`config.mk`:
```
export PLATFORM = sky130hd
export DESIGN_NAME = alu_arbiter_flat
export DESIGN_NICKNAME = d
export VERILOG_FILES = /design/src/rtl/alu_pkg.sv /design/src/rtl/alu_arbiter_if.sv /design/src/rtl/alu_arbiter_alu.sv /design/src/rtl/alu_arbiter.sv /design/src/flat_wrapper.sv
export SDC_FILE = /design/constraint.sdc
export NUM_CORES = 1
export LEC_CHECK = 0
export ABC_AREA = 1
export BUFFER_PORTS_ARGS = -buffer_cell sky130_fd_sc_hd__buf_2
export CAP_MARGIN = 20
export CORE_ASPECT_RATIO = 1.4
export CORE_MARGIN = 5
export CORE_UTILIZATION = 35
export CTS_BUF_LIST = sky130_fd_sc_hd__clkbuf_4 sky130_fd_sc_hd__clkbuf_8
export DETAILED_ROUTE_END_ITERATION = 6
export SYNTH_ARGS = -nofsm -noshare
export SYNTH_HDL_FRONTEND = slang
export SYNTH_SLANG_ARGS = --single-unit
```
`constraint.sdc`:
```
create_clock -name clk -period 7.2 [get_ports clk]
set_clock_uncertainty 0.2 [all_clocks]
set_input_delay 0.72 -clock clk [delete_from_list [all_inputs] [get_ports clk]]
set_output_delay 0.72 -clock clk [all_outputs]
set_load 0.05 [all_outputs]
```
`src/rtl/alu_pkg.sv`:
```
// Shared ALU definitions: op codes, flag bit positions and arbiter state encoding.
package alu_pkg;

   localparam logic [2:0] ALU_ADD = 3'b000;
   localparam logic [2:0] ALU_SUB = 3'b001;
   localparam logic [2:0] ALU_AND = 3'b010;
   localparam logic [2:0] ALU_OR  = 3'b011;
   localparam logic [2:0] ALU_XOR = 3'b111;

   localparam int FLG_N = 3;
   localparam int FLG_Z = 2;
   localparam int FLG_C = 1;
   localparam int FLG_V = 0;

   typedef enum logic {
      ARB_EMPTY = 1'b0,
      ARB_FULL  = 1'b1
   } arb_state_e;

endpackage

```
`src/rtl/alu_arbiter_if.sv`:
```
// Request/response bundle between the pipeline stages (master) and the ALU arbiter (slave).
interface alu_arbiter_if #(
   parameter int NREQ = 2
);
   logic [NREQ-1:0]      req_valid;
   logic [NREQ-1:0]      req_ready;
   logic [NREQ*32-1:0]   req_src_a;
   logic [NREQ*32-1:0]   req_src_b;
   logic [NREQ*3-1:0]    req_op;
   logic [NREQ-1:0]      rsp_valid;
   logic [NREQ-1:0]      rsp_ready;
   logic [31:0]          rsp_result;
   logic [3:0]           rsp_flags;
   logic                 busy;

   modport master (
      output req_valid, req_src_a, req_src_b, req_op, rsp_ready,
      input  req_ready, rsp_valid, rsp_result, rsp_flags, busy
   );

   modport slave (
      input  req_valid, req_src_a, req_src_b, req_op, rsp_ready,
      output req_ready, rsp_valid, rsp_result, rsp_flags, busy
   );
endinterface

```
`src/rtl/alu_arbiter_alu.sv`:
```
// Combinational 32-bit ALU datapath; unknown op codes yield a zero result (flags 0100).
module alu_arbiter_alu
   import alu_pkg::*;
(
   input  logic [31:0] src_a,
   input  logic [31:0] src_b,
   input  logic [2:0]  op,
   output logic [31:0] result,
   output logic [3:0]  flags
);

   logic [32:0] sum;
   logic [31:0] b_eff;
   logic        carry_in;
   logic        arith;

   // Subtract is A + ~B + 1, so carry-out doubles as "no borrow"
   always_comb begin
      arith    = (op == ALU_ADD) || (op == ALU_SUB);
      carry_in = (op == ALU_SUB);
      b_eff    = (op == ALU_SUB) ? ~src_b : src_b;
      sum      = {1'b0, src_a} + {1'b0, b_eff} + {32'd0, carry_in};
      result   = '0;
      case (op)
         ALU_ADD, ALU_SUB: result = sum[31:0];
         ALU_AND:          result = src_a & src_b;
         ALU_OR:           result = src_a | src_b;
         ALU_XOR:          result = src_a ^ src_b;
         default:          result = '0;
      endcase
      flags        = '0;
      flags[FLG_N] = result[31];
      flags[FLG_Z] = (result == '0);
      flags[FLG_C] = arith & sum[32];
      flags[FLG_V] = arith & (src_a[31] == b_eff[31]) & (result[31] != src_a[31]);
   end

endmodule

```
`src/rtl/alu_arbiter.sv`:
```
// Round-robin arbiter sharing one ALU among NREQ requesters with a registered response slot.
// Optional per-requester stall counters are enabled by defining ALU_ARB_STATS_EN.
module alu_arbiter
   import alu_pkg::*;
#(
   parameter int NREQ  = 2,
   parameter int CNT_W = 16
) (
   input  logic             clk,
   input  logic             rst_n,
   alu_arbiter_if.slave     bus
`ifdef ALU_ARB_STATS_EN
   ,
   output logic [NREQ*CNT_W-1:0] stall_cnt
`endif
);

   localparam int PTR_W = (NREQ > 1) ? $clog2(NREQ) : 1;

   arb_state_e       state_q, state_d;
   logic [NREQ-1:0]  rsp_valid_q, rsp_valid_d;
   logic [PTR_W-1:0] ptr_q, ptr_d;
   logic [31:0]      result_q, result_d;
   logic [3:0]       flags_q, flags_d;

   logic [NREQ-1:0]  grant;
   logic [NREQ-1:0]  req_ready;
   logic [PTR_W-1:0] grant_idx;
   logic             rsp_fire;
   logic             can_accept;
   logic             accept;
   logic [31:0]      alu_a, alu_b, alu_result;
   logic [2:0]       alu_op;
   logic [3:0]       alu_flags;

   function automatic logic [NREQ-1:0] rr_grant(input logic [NREQ-1:0] valid,
                                                input logic [PTR_W-1:0] ptr);
      logic [NREQ-1:0]  g;
      logic             found;
      logic [PTR_W-1:0] idx;
      g     = '0;
      found = 1'b0;
      for (int i = 0; i < NREQ; i++) begin
         idx = PTR_W'((int'(ptr) + i) % NREQ);
         if (!found && valid[idx]) begin
            g[idx] = 1'b1;
            found  = 1'b1;
         end
      end
      return g;
   endfunction

   // Only the current owner's rsp_ready can free the slot for a same-cycle accept
   always_comb begin
      rsp_fire   = (state_q == ARB_FULL) && |(rsp_valid_q & bus.rsp_ready);
      can_accept = (state_q == ARB_EMPTY) || rsp_fire;
      grant      = rr_grant(bus.req_valid, ptr_q);
      accept     = can_accept && |grant;
      req_ready  = can_accept ? grant : '0;
      grant_idx  = '0;
      alu_a      = '0;
      alu_b      = '0;
      alu_op     = '0;
      for (int i = 0; i < NREQ; i++) begin
         if (grant[i]) begin
            grant_idx = PTR_W'(i);
            alu_a     = bus.req_src_a[32*i +: 32];
            alu_b     = bus.req_src_b[32*i +: 32];
            alu_op    = bus.req_op[3*i +: 3];
         end
      end
   end

   alu_arbiter_alu u_alu (
      .src_a  (alu_a),
      .src_b  (alu_b),
      .op     (alu_op),
      .result (alu_result),
      .flags  (alu_flags)
   );

   always_comb begin
      state_d     = state_q;
      rsp_valid_d = rsp_valid_q;
      ptr_d       = ptr_q;
      result_d    = result_q;
      flags_d     = flags_q;
      if (accept) begin
         state_d     = ARB_FULL;
         rsp_valid_d = grant;
         ptr_d       = PTR_W'((int'(grant_idx) + 1) % NREQ);
         result_d    = alu_result;
         flags_d     = alu_flags;
      end else if (rsp_fire) begin
         state_d     = ARB_EMPTY;
         rsp_valid_d = '0;
      end
   end

   always_ff @(posedge clk or negedge rst_n) begin
      if (!rst_n) begin
         state_q     <= ARB_EMPTY;
         rsp_valid_q <= '0;
         ptr_q       <= '0;
         result_q    <= '0;
         flags_q     <= '0;
      end else begin
         state_q     <= state_d;
         rsp_valid_q <= rsp_valid_d;
         ptr_q       <= ptr_d;
         result_q    <= result_d;
         flags_q     <= flags_d;
      end
   end

   assign bus.req_ready  = req_ready;
   assign bus.rsp_valid  = rsp_valid_q;
   assign bus.rsp_result = result_q;
   assign bus.rsp_flags  = flags_q;
   assign bus.busy       = (state_q == ARB_FULL);

`ifdef ALU_ARB_STATS_EN
   logic [CNT_W-1:0] stall_q [NREQ];
   logic [CNT_W-1:0] stall_d [NREQ];

   // Counters saturate rather than wrap so a long stall never reads as a short one
   always_comb begin
      for (int i = 0; i < NREQ; i++) begin
         stall_d[i] = stall_q[i];
         if (bus.req_valid[i] && !req_ready[i] && (stall_q[i] != '1)) begin
            stall_d[i] = stall_q[i] + CNT_W'(1);
         end
      end
   end

   always_ff @(posedge clk or negedge rst_n) begin
      if (!rst_n) begin
         for (int i = 0; i < NREQ; i++) stall_q[i] <= '0;
      end else begin
         for (int i = 0; i < NREQ; i++) stall_q[i] <= stall_d[i];
      end
   end

   always_comb begin
      for (int i = 0; i < NREQ; i++) stall_cnt[CNT_W*i +: CNT_W] = stall_q[i];
   end
`endif

endmodule

```
`src/flat_wrapper.sv`:
```
// flat-port wrapper written by rule: the top's interface ports become plain ports
module alu_arbiter_flat import alu_pkg::*;
#(
   parameter int NREQ  = 2,
   parameter int CNT_W = 16
)
  (clk, rst_n, bus_req_valid, bus_req_src_a, bus_req_src_b, bus_req_op, bus_rsp_ready, bus_req_ready, bus_rsp_valid, bus_rsp_result, bus_rsp_flags, bus_busy);
  alu_arbiter_if #(.NREQ(NREQ)) bus_i ();
  input  logic clk;
  input  logic rst_n;
  input wire logic [$bits(bus_i.req_valid)-1:0] bus_req_valid;
  input wire logic [$bits(bus_i.req_src_a)-1:0] bus_req_src_a;
  input wire logic [$bits(bus_i.req_src_b)-1:0] bus_req_src_b;
  input wire logic [$bits(bus_i.req_op)-1:0] bus_req_op;
  input wire logic [$bits(bus_i.rsp_ready)-1:0] bus_rsp_ready;
  output wire logic [$bits(bus_i.req_ready)-1:0] bus_req_ready;
  output wire logic [$bits(bus_i.rsp_valid)-1:0] bus_rsp_valid;
  output wire logic [$bits(bus_i.rsp_result)-1:0] bus_rsp_result;
  output wire logic [$bits(bus_i.rsp_flags)-1:0] bus_rsp_flags;
  output wire logic [$bits(bus_i.busy)-1:0] bus_busy;
  assign bus_i.req_valid = bus_req_valid;
  assign bus_i.req_src_a = bus_req_src_a;
  assign bus_i.req_src_b = bus_req_src_b;
  assign bus_i.req_op = bus_req_op;
  assign bus_i.rsp_ready = bus_rsp_ready;
  assign bus_req_ready = bus_i.req_ready;
  assign bus_rsp_valid = bus_i.rsp_valid;
  assign bus_rsp_result = bus_i.rsp_result;
  assign bus_rsp_flags = bus_i.rsp_flags;
  assign bus_busy = bus_i.busy;
  alu_arbiter #(.NREQ(NREQ), .CNT_W(CNT_W)) u_core (.clk(clk), .rst_n(rst_n), .bus(bus_i));
endmodule
```
# After elaboration in Yosys (flattened, before gate mapping)

Cells that the tools add are included.
Widths: inputs -> output; s select.

Add/subtract/negate cells: 4
Magnitude comparators: 4
Equal/unequal tests: 6
Multiplexer cells: 25
Bitwise logic cells: 10
Reduce and logical (&&, ||, !) cells: 14

Operators with widths:

| operator            | number |
|---|---|
| $mux 32             | 5 |
| $pmux 32 s4         | 1 |
| $add 32x32->33      | 1 |
| $add 33x1->33       | 1 |
| $and 32x32->32      | 1 |
| $logic_not 32->1    | 1 |
| $not 32->32         | 1 |
| $or 32x32->32       | 1 |
| $xor 32x32->32      | 1 |
| $mux 1              | 10 |
| $mux 2              | 5 |
| $eq 3x2->1 const B  | 2 |
| $mux 3              | 2 |
| $reduce_or 2->1     | 3 |
| $logic_and 1x1->1   | 5 |
| $lt 1x2->1 const B  | 2 |
| $and 1x1->1         | 3 |
| $eq 3x1->1 const B  | 1 |
| $eq 3x3->1 const B  | 1 |
| $logic_not 3->1     | 1 |
| $add 1x1->1 const B | 2 |
| $and 2x2->2         | 1 |
| $demux 1 s1         | 2 |
| $ge 1x1->1 const B  | 2 |
| 7 further kinds     | 8 |

Register bits after elaboration: 40
Bits of input ports: 140
Output and inout port bits: 41
Word-level logic and storage cells: 68

# Logic depth before layout (Yosys ltp)

Depth after elaboration: 16
Gate-level depth with buffers: 29

# By module

A second synthesis with hierarchy kept.

Cell total of the unflattened synthesis: 1190
Area total of the unflattened synthesis: 6964.2 µm²

Modules (own cells, without submodules):

| module          | instances | cells each | area each (µm²) | seq. area each (µm²) |
|---|---|---|---|---|
| alu_arbiter_alu | 1         | 790        | 4473.0          | 0.0 |
| alu_arbiter     | 1         | 400        | 2491.1          | 1001.0 |

# Least setup slack after synthesis

No wires, ideal clock.

Kind: in2reg
From: input port bus_req_valid[0]
To: register u_core.flags_q[2], in the netlist u_core.bus.rsp_flags[2]
Setup time: 66 ps
Arrival time: 4003 ps
Path slack: 2932 ps
Stages: 27
Path through: buf_2 > nand2_2 > nand3_1 > nand2_1 > nor2_2 > buf_2 > buf_2 > nand2_1 > buf_2 > xor2_1 > ha_1 > nand2_1 > nand3_1 > nand2_1 > o21ai_0 > nand2_1 > nand2_1 > nand2_1 > o21bai_1 > nand2_1 > nand2_1 > o21ai_0 > inv_1 > nand4_1 > nor3_1 > nand3_1 > nand2_1

Longest elaborated chain between the ends: 14
Elaborated cells between the ends (all ways): 33

Ends and longest elaborated chain:

| element                                        | line                                                                | source |
|---|---|---|
| start: declaration                             | flat_wrapper.sv:11                                                  | `input wire logic [$bits(bus_i.req_valid)-1:0] bus_req_valid;` |
| $mux 1 (implied by the code) (2 in a row)      | alu_arbiter.sv:45                                                   | `if (!found && valid[idx]) begin` |
| $mux 1                                         | alu_arbiter.sv:45                                                   |  |
| $logic_not 1->1                                | alu_arbiter.sv:45                                                   |  |
| $logic_and 1x1->1                              | alu_arbiter.sv:45                                                   |  |
| $mux 2 (*)                                     | alu_arbiter.sv:45                                                   |  |
| $mux 3 or $mux 32 (tied branches) (2 in a row) | alu_arbiter.sv:65                                                   | `if (grant[i]) begin` |
| $eq 3x1->1 or $not 32->32 (tied branches)      | alu_arbiter_alu.sv:20, alu_arbiter_alu.sv:21, alu_arbiter_alu.sv:24 |  |
| $mux 32                                        | alu_arbiter_alu.sv:21                                               | `b_eff = (op == ALU_SUB) ? ~src_b : src_b;` |
| $add 32x32->33                                 | alu_arbiter_alu.sv:22                                               | `sum = {1'b0, src_a} + {1'b0, b_eff} + {32'd0, carry_in};` |
| $add 33x1->33                                  | alu_arbiter_alu.sv:22                                               |  |
| $pmux 32 s4                                    | alu_arbiter_alu.sv:24                                               | `case (op)` |
| $logic_not 32->1                               | alu_arbiter_alu.sv:33                                               | `flags[FLG_Z] = (result == '0);` |
| end signal: assignment                         | alu_arbiter.sv:112                                                  | `flags_q <= flags_d;` |
| end: declaration                               | alu_arbiter.sv:24                                                   | `logic [3:0] flags_q, flags_d;` |

Every way passes the cells marked *; elsewhere a longest branch is shown, timed or not. The select of a mux whose other input is x is not followed.
A chain may end at the register's enable or synchronous reset.

# Worst setup path after layout

Ends and elaborated chain as after synthesis.

==> impl_metrics.toml <==
[global_routing]
grt_pass1_vias = 7023
busiest_layer = "met2"
use_met2_pct = 34.08
antenna_found_initial = 0
met3_usage_pct = 1.872
grt_pass1_wl_um = 35750
use_met1_pct = 25.76
grt_use_total_pct = 19.54
globalRouteOverflowTotal = 0
grt_start_max_net_pins = 52

[placed_design]
dp_hpwl_um = 19750
gp_congestion = 0.9476
portBuffers = 180

[synthesis]
async_reset_ff_share_pct = 100.0
synth_ff_type = "dfrtp_1"
synthCells = 1144
yosys_warnings = 0
synth_compound_area_share_pct = 19.79
synth.distinct_cells = 42
syn_nets = 1380
synth_top_family_by_area = "simple AND/OR/NAND/NOR gates"
synth.largest_area_cell = "ha_1"
ys_seq_area_share_pct = 13.96
synth-xor-area-share_pct = 3.883
synth.cell_area_um2 = 6992
ys_top_cells_by_area = "ha_1 17%, nand2_1 15%, dfrtp_1 14%"
synthSimpleGateAreaFrac_pct = 30.57
ys_ff_latch = 39
synth_top_area_share_pct = 17.00
synthAdderAreaFrac_pct = 17.29
syn_avg_cell_area_um2 = 6.112
synth_enable_flop_cells = 0
synthMuxAreaShare_pct = 0

[sta]
setup-tns-final_ns = 0
fin_crit_ns = 5.247
relSlewSlack_pct = 41.57
worst_pin_slew_ns = 0.8734
rsz0062_at_grt = "no"
setup_violations = 0
slew_violations = 0
hold_viol = 0
fin_crit_sh_pct = 72.88
max_freq_ghz = 0.1906

[job]
maxCapViolCount = 0

[clock_network]
cts-resized-gates = 0
cts.clk_slew.worst_paths_ns = 0.08
cts_sinks = 39
htreeDepth = 2
cts_root_buf = "clkbuf_8"
cts_tree = "built"
clk_latency_ns = 0.29
post_cts_buffers = 0
cts_hold_buf = 0
clockBufferDepth = 2
numCtsBuffers = 5

[critical_path]
path_max_fanout = 31
startpoint = "bus_req_valid[0]"
critPathKind = "input pin to register"
r2r-start = "u_core.ptr_q"
start_kind = "input pin"
worst_ep_required_time_ns = 7.23
worst_ep_arrival_time_ns = 5.28
cp-end-kind = "register"

[pwr]
power.density_nw_per_um2 = 124.2
irDropWorstVdd_v = 0.00005646
p_leak_nw = 4.969

[floorplanning]
dieHeight_um = 177.2
core_um2 = 19770
initial_core_util_pct = 35.37
die_w_um = 129.5
ios = 181
dieArea_um2 = 22940
fp-row-count = 61

[detailed_routing]
routed_wl_um = 23370
via_per_inst = 4.829
first_iter_violations = 383
drc = 0
routedWlPerCell_um = 15.03
firstDrtPassIters = 5
antenna_left = 0
vias = 7509

[layout]
fin_util_pct = 41.49
nFillCells = 2225
areaGrowthSynthToFinish_pct = 17.30
nets = 1538
drive_gt1_share_pct = 17.88
num_antenna_cells = 0

[hold_path]
hp-class = "register to register"
worstHoldStart = "u_core.bus.rsp_result[14]"

[outcome]
status = "completed"
==> final cells by class <==
class	count	area [um^2]	area share, %
multi-input combinational	845	5011	61.10
tap	252	315.3	3.844
inverter	226	848.3	10.34
clock inverter	3	43.79	0.5339
timing repair buffer	185	938.4	11.44
sequential	39	975.9	11.90
clock buffer	5	68.82	0.8391
==> metal layers <==
metal,vias to the layer above,share of wire [%]
met1,3352,45
met3,26,4.9
met4,0,1.9
li1,3946,-
met2,185,48
met5,-,0
==> layout by cell type, fill, tap and decap left out, drive strengths merged <==
cell	count
ha	95
a21o	5
clkbuf	5
fa	1
or2	3
a221oi	13
nand3b	5
dfrtp	39
nand3	69
bufinv	1
o21bai	5
a31o	1
buf	185
clkinv	2
nor3	7
a21boi	3
a31oi	15
o21ai	48
o221ai	1
nand4	9
xor2	31
and3	1
and2	1
a21oi	48
a211oi	1
nor2	116
o21a	55
o22ai	11
o211ai	7
inv	226
nand2	294
==> flip-flops by register name (all words and copies together), names as in the netlist <==
signal	flops
u_core.bus.rsp_result	32
u_core.bus.rsp_flags	3
u_core.bus.rsp_valid	2
u_core.bus.busy	1
u_core.ptr_q	1
==> final timing paths <==
| kind | depth (start not counted) | end | slack [ns] |
|---|---|---|---|
| worst max-delay path | 25 | u_core.bus.rsp_flags[2] | 1.95 |
| worst min-delay path | 2 | u_core.bus.rsp_result[14] | 0.28 |
| worst max register to register | 25 | u_core.bus.rsp_flags[2] | 2.08 |
| worst min register to register | 2 | u_core.bus.rsp_result[14] | 0.28 |
| max in group asynchronous | 1 | u_core.bus.rsp_result[9] | 5.93 |
| min in group asynchronous | 1 | u_core.ptr_q | 0.34 |
==> synth_stat cells, drive strengths merged, types with 3 or more instances <==
master	number
ha	95
nand3b	5
buf	15
nor3	7
dfrtp	39
a21o	5
a21oi	48
o211ai	7
a221oi	13
nand4	9
o21bai	5
o21a	55
or2	3
o22ai	11
a21boi	3
clkbuf	19
o21ai	48
inv	226
xor2	31
nand3	69
a31oi	15
nor2	116
nand2	294
==> power breakdown <==
group          total [mW]  internal [mW]  switching (mW)
Combinational       0.618          0.216           0.402
Clock               0.182          0.103          0.0784
Sequential          0.219          0.219               0
Total                1.02          0.538           0.480
==> cells by family after synthesis <==
group,after synthesis
and+or+nand+nor,505
adders and majority gates,96
buffers and inverters,260
AOI/OAI and AO/OA,213
DFF,39
xor gates and xnor gates,31
==> worst max-delay path: stages <==
cell and delay (ns):
buf_2 0.18, nand2_2 0.10, nand3_1 0.07, nand2_1 0.13, nor2_2 0.13, buf_4 0.36
nand2_1 0.56, buf_4 0.45, xor2_1 0.20, fa_1 0.48, nand2_1 0.13, nand3_1 0.12
nand2_1 0.11, o21ai_0 0.17, nand2_1 0.13, nand2_1 0.07, nand2_1 0.09, nand2_1 0.08
o21ai_0 0.32, nand2_1 0.10, nor2_1 0.14, nand3_1 0.09, nor3_1 0.18, nand3_1 0.08
nand2_1 0.06
==> stage by stage <==
| step | std cells | hold WS, ns | power [mW] | area (um^2) | worst slack (ns) |
|---|---|---|---|---|---|
| final | 1555 | 0.2818 | 1.018 | 8202 | 1.953 |
| after global routing | 1555 | 0.3098 | 1.110 | 8202 | 1.386 |
| after CTS | 1555 | 0.2845 | 1.023 | 8202 | 1.931 |
| after detailed placement | 1547 | 0.2649 | 0.8378 | 8089 | 1.634 |
| after global placement | 1547 | 0.2629 | 0.8378 | 8089 | 1.613 |
| after floorplan | 1144 | 0.2244 | 0.6507 | 6992 | 2.932 |
Note: power is estimated with default switching activity, not from simulation.
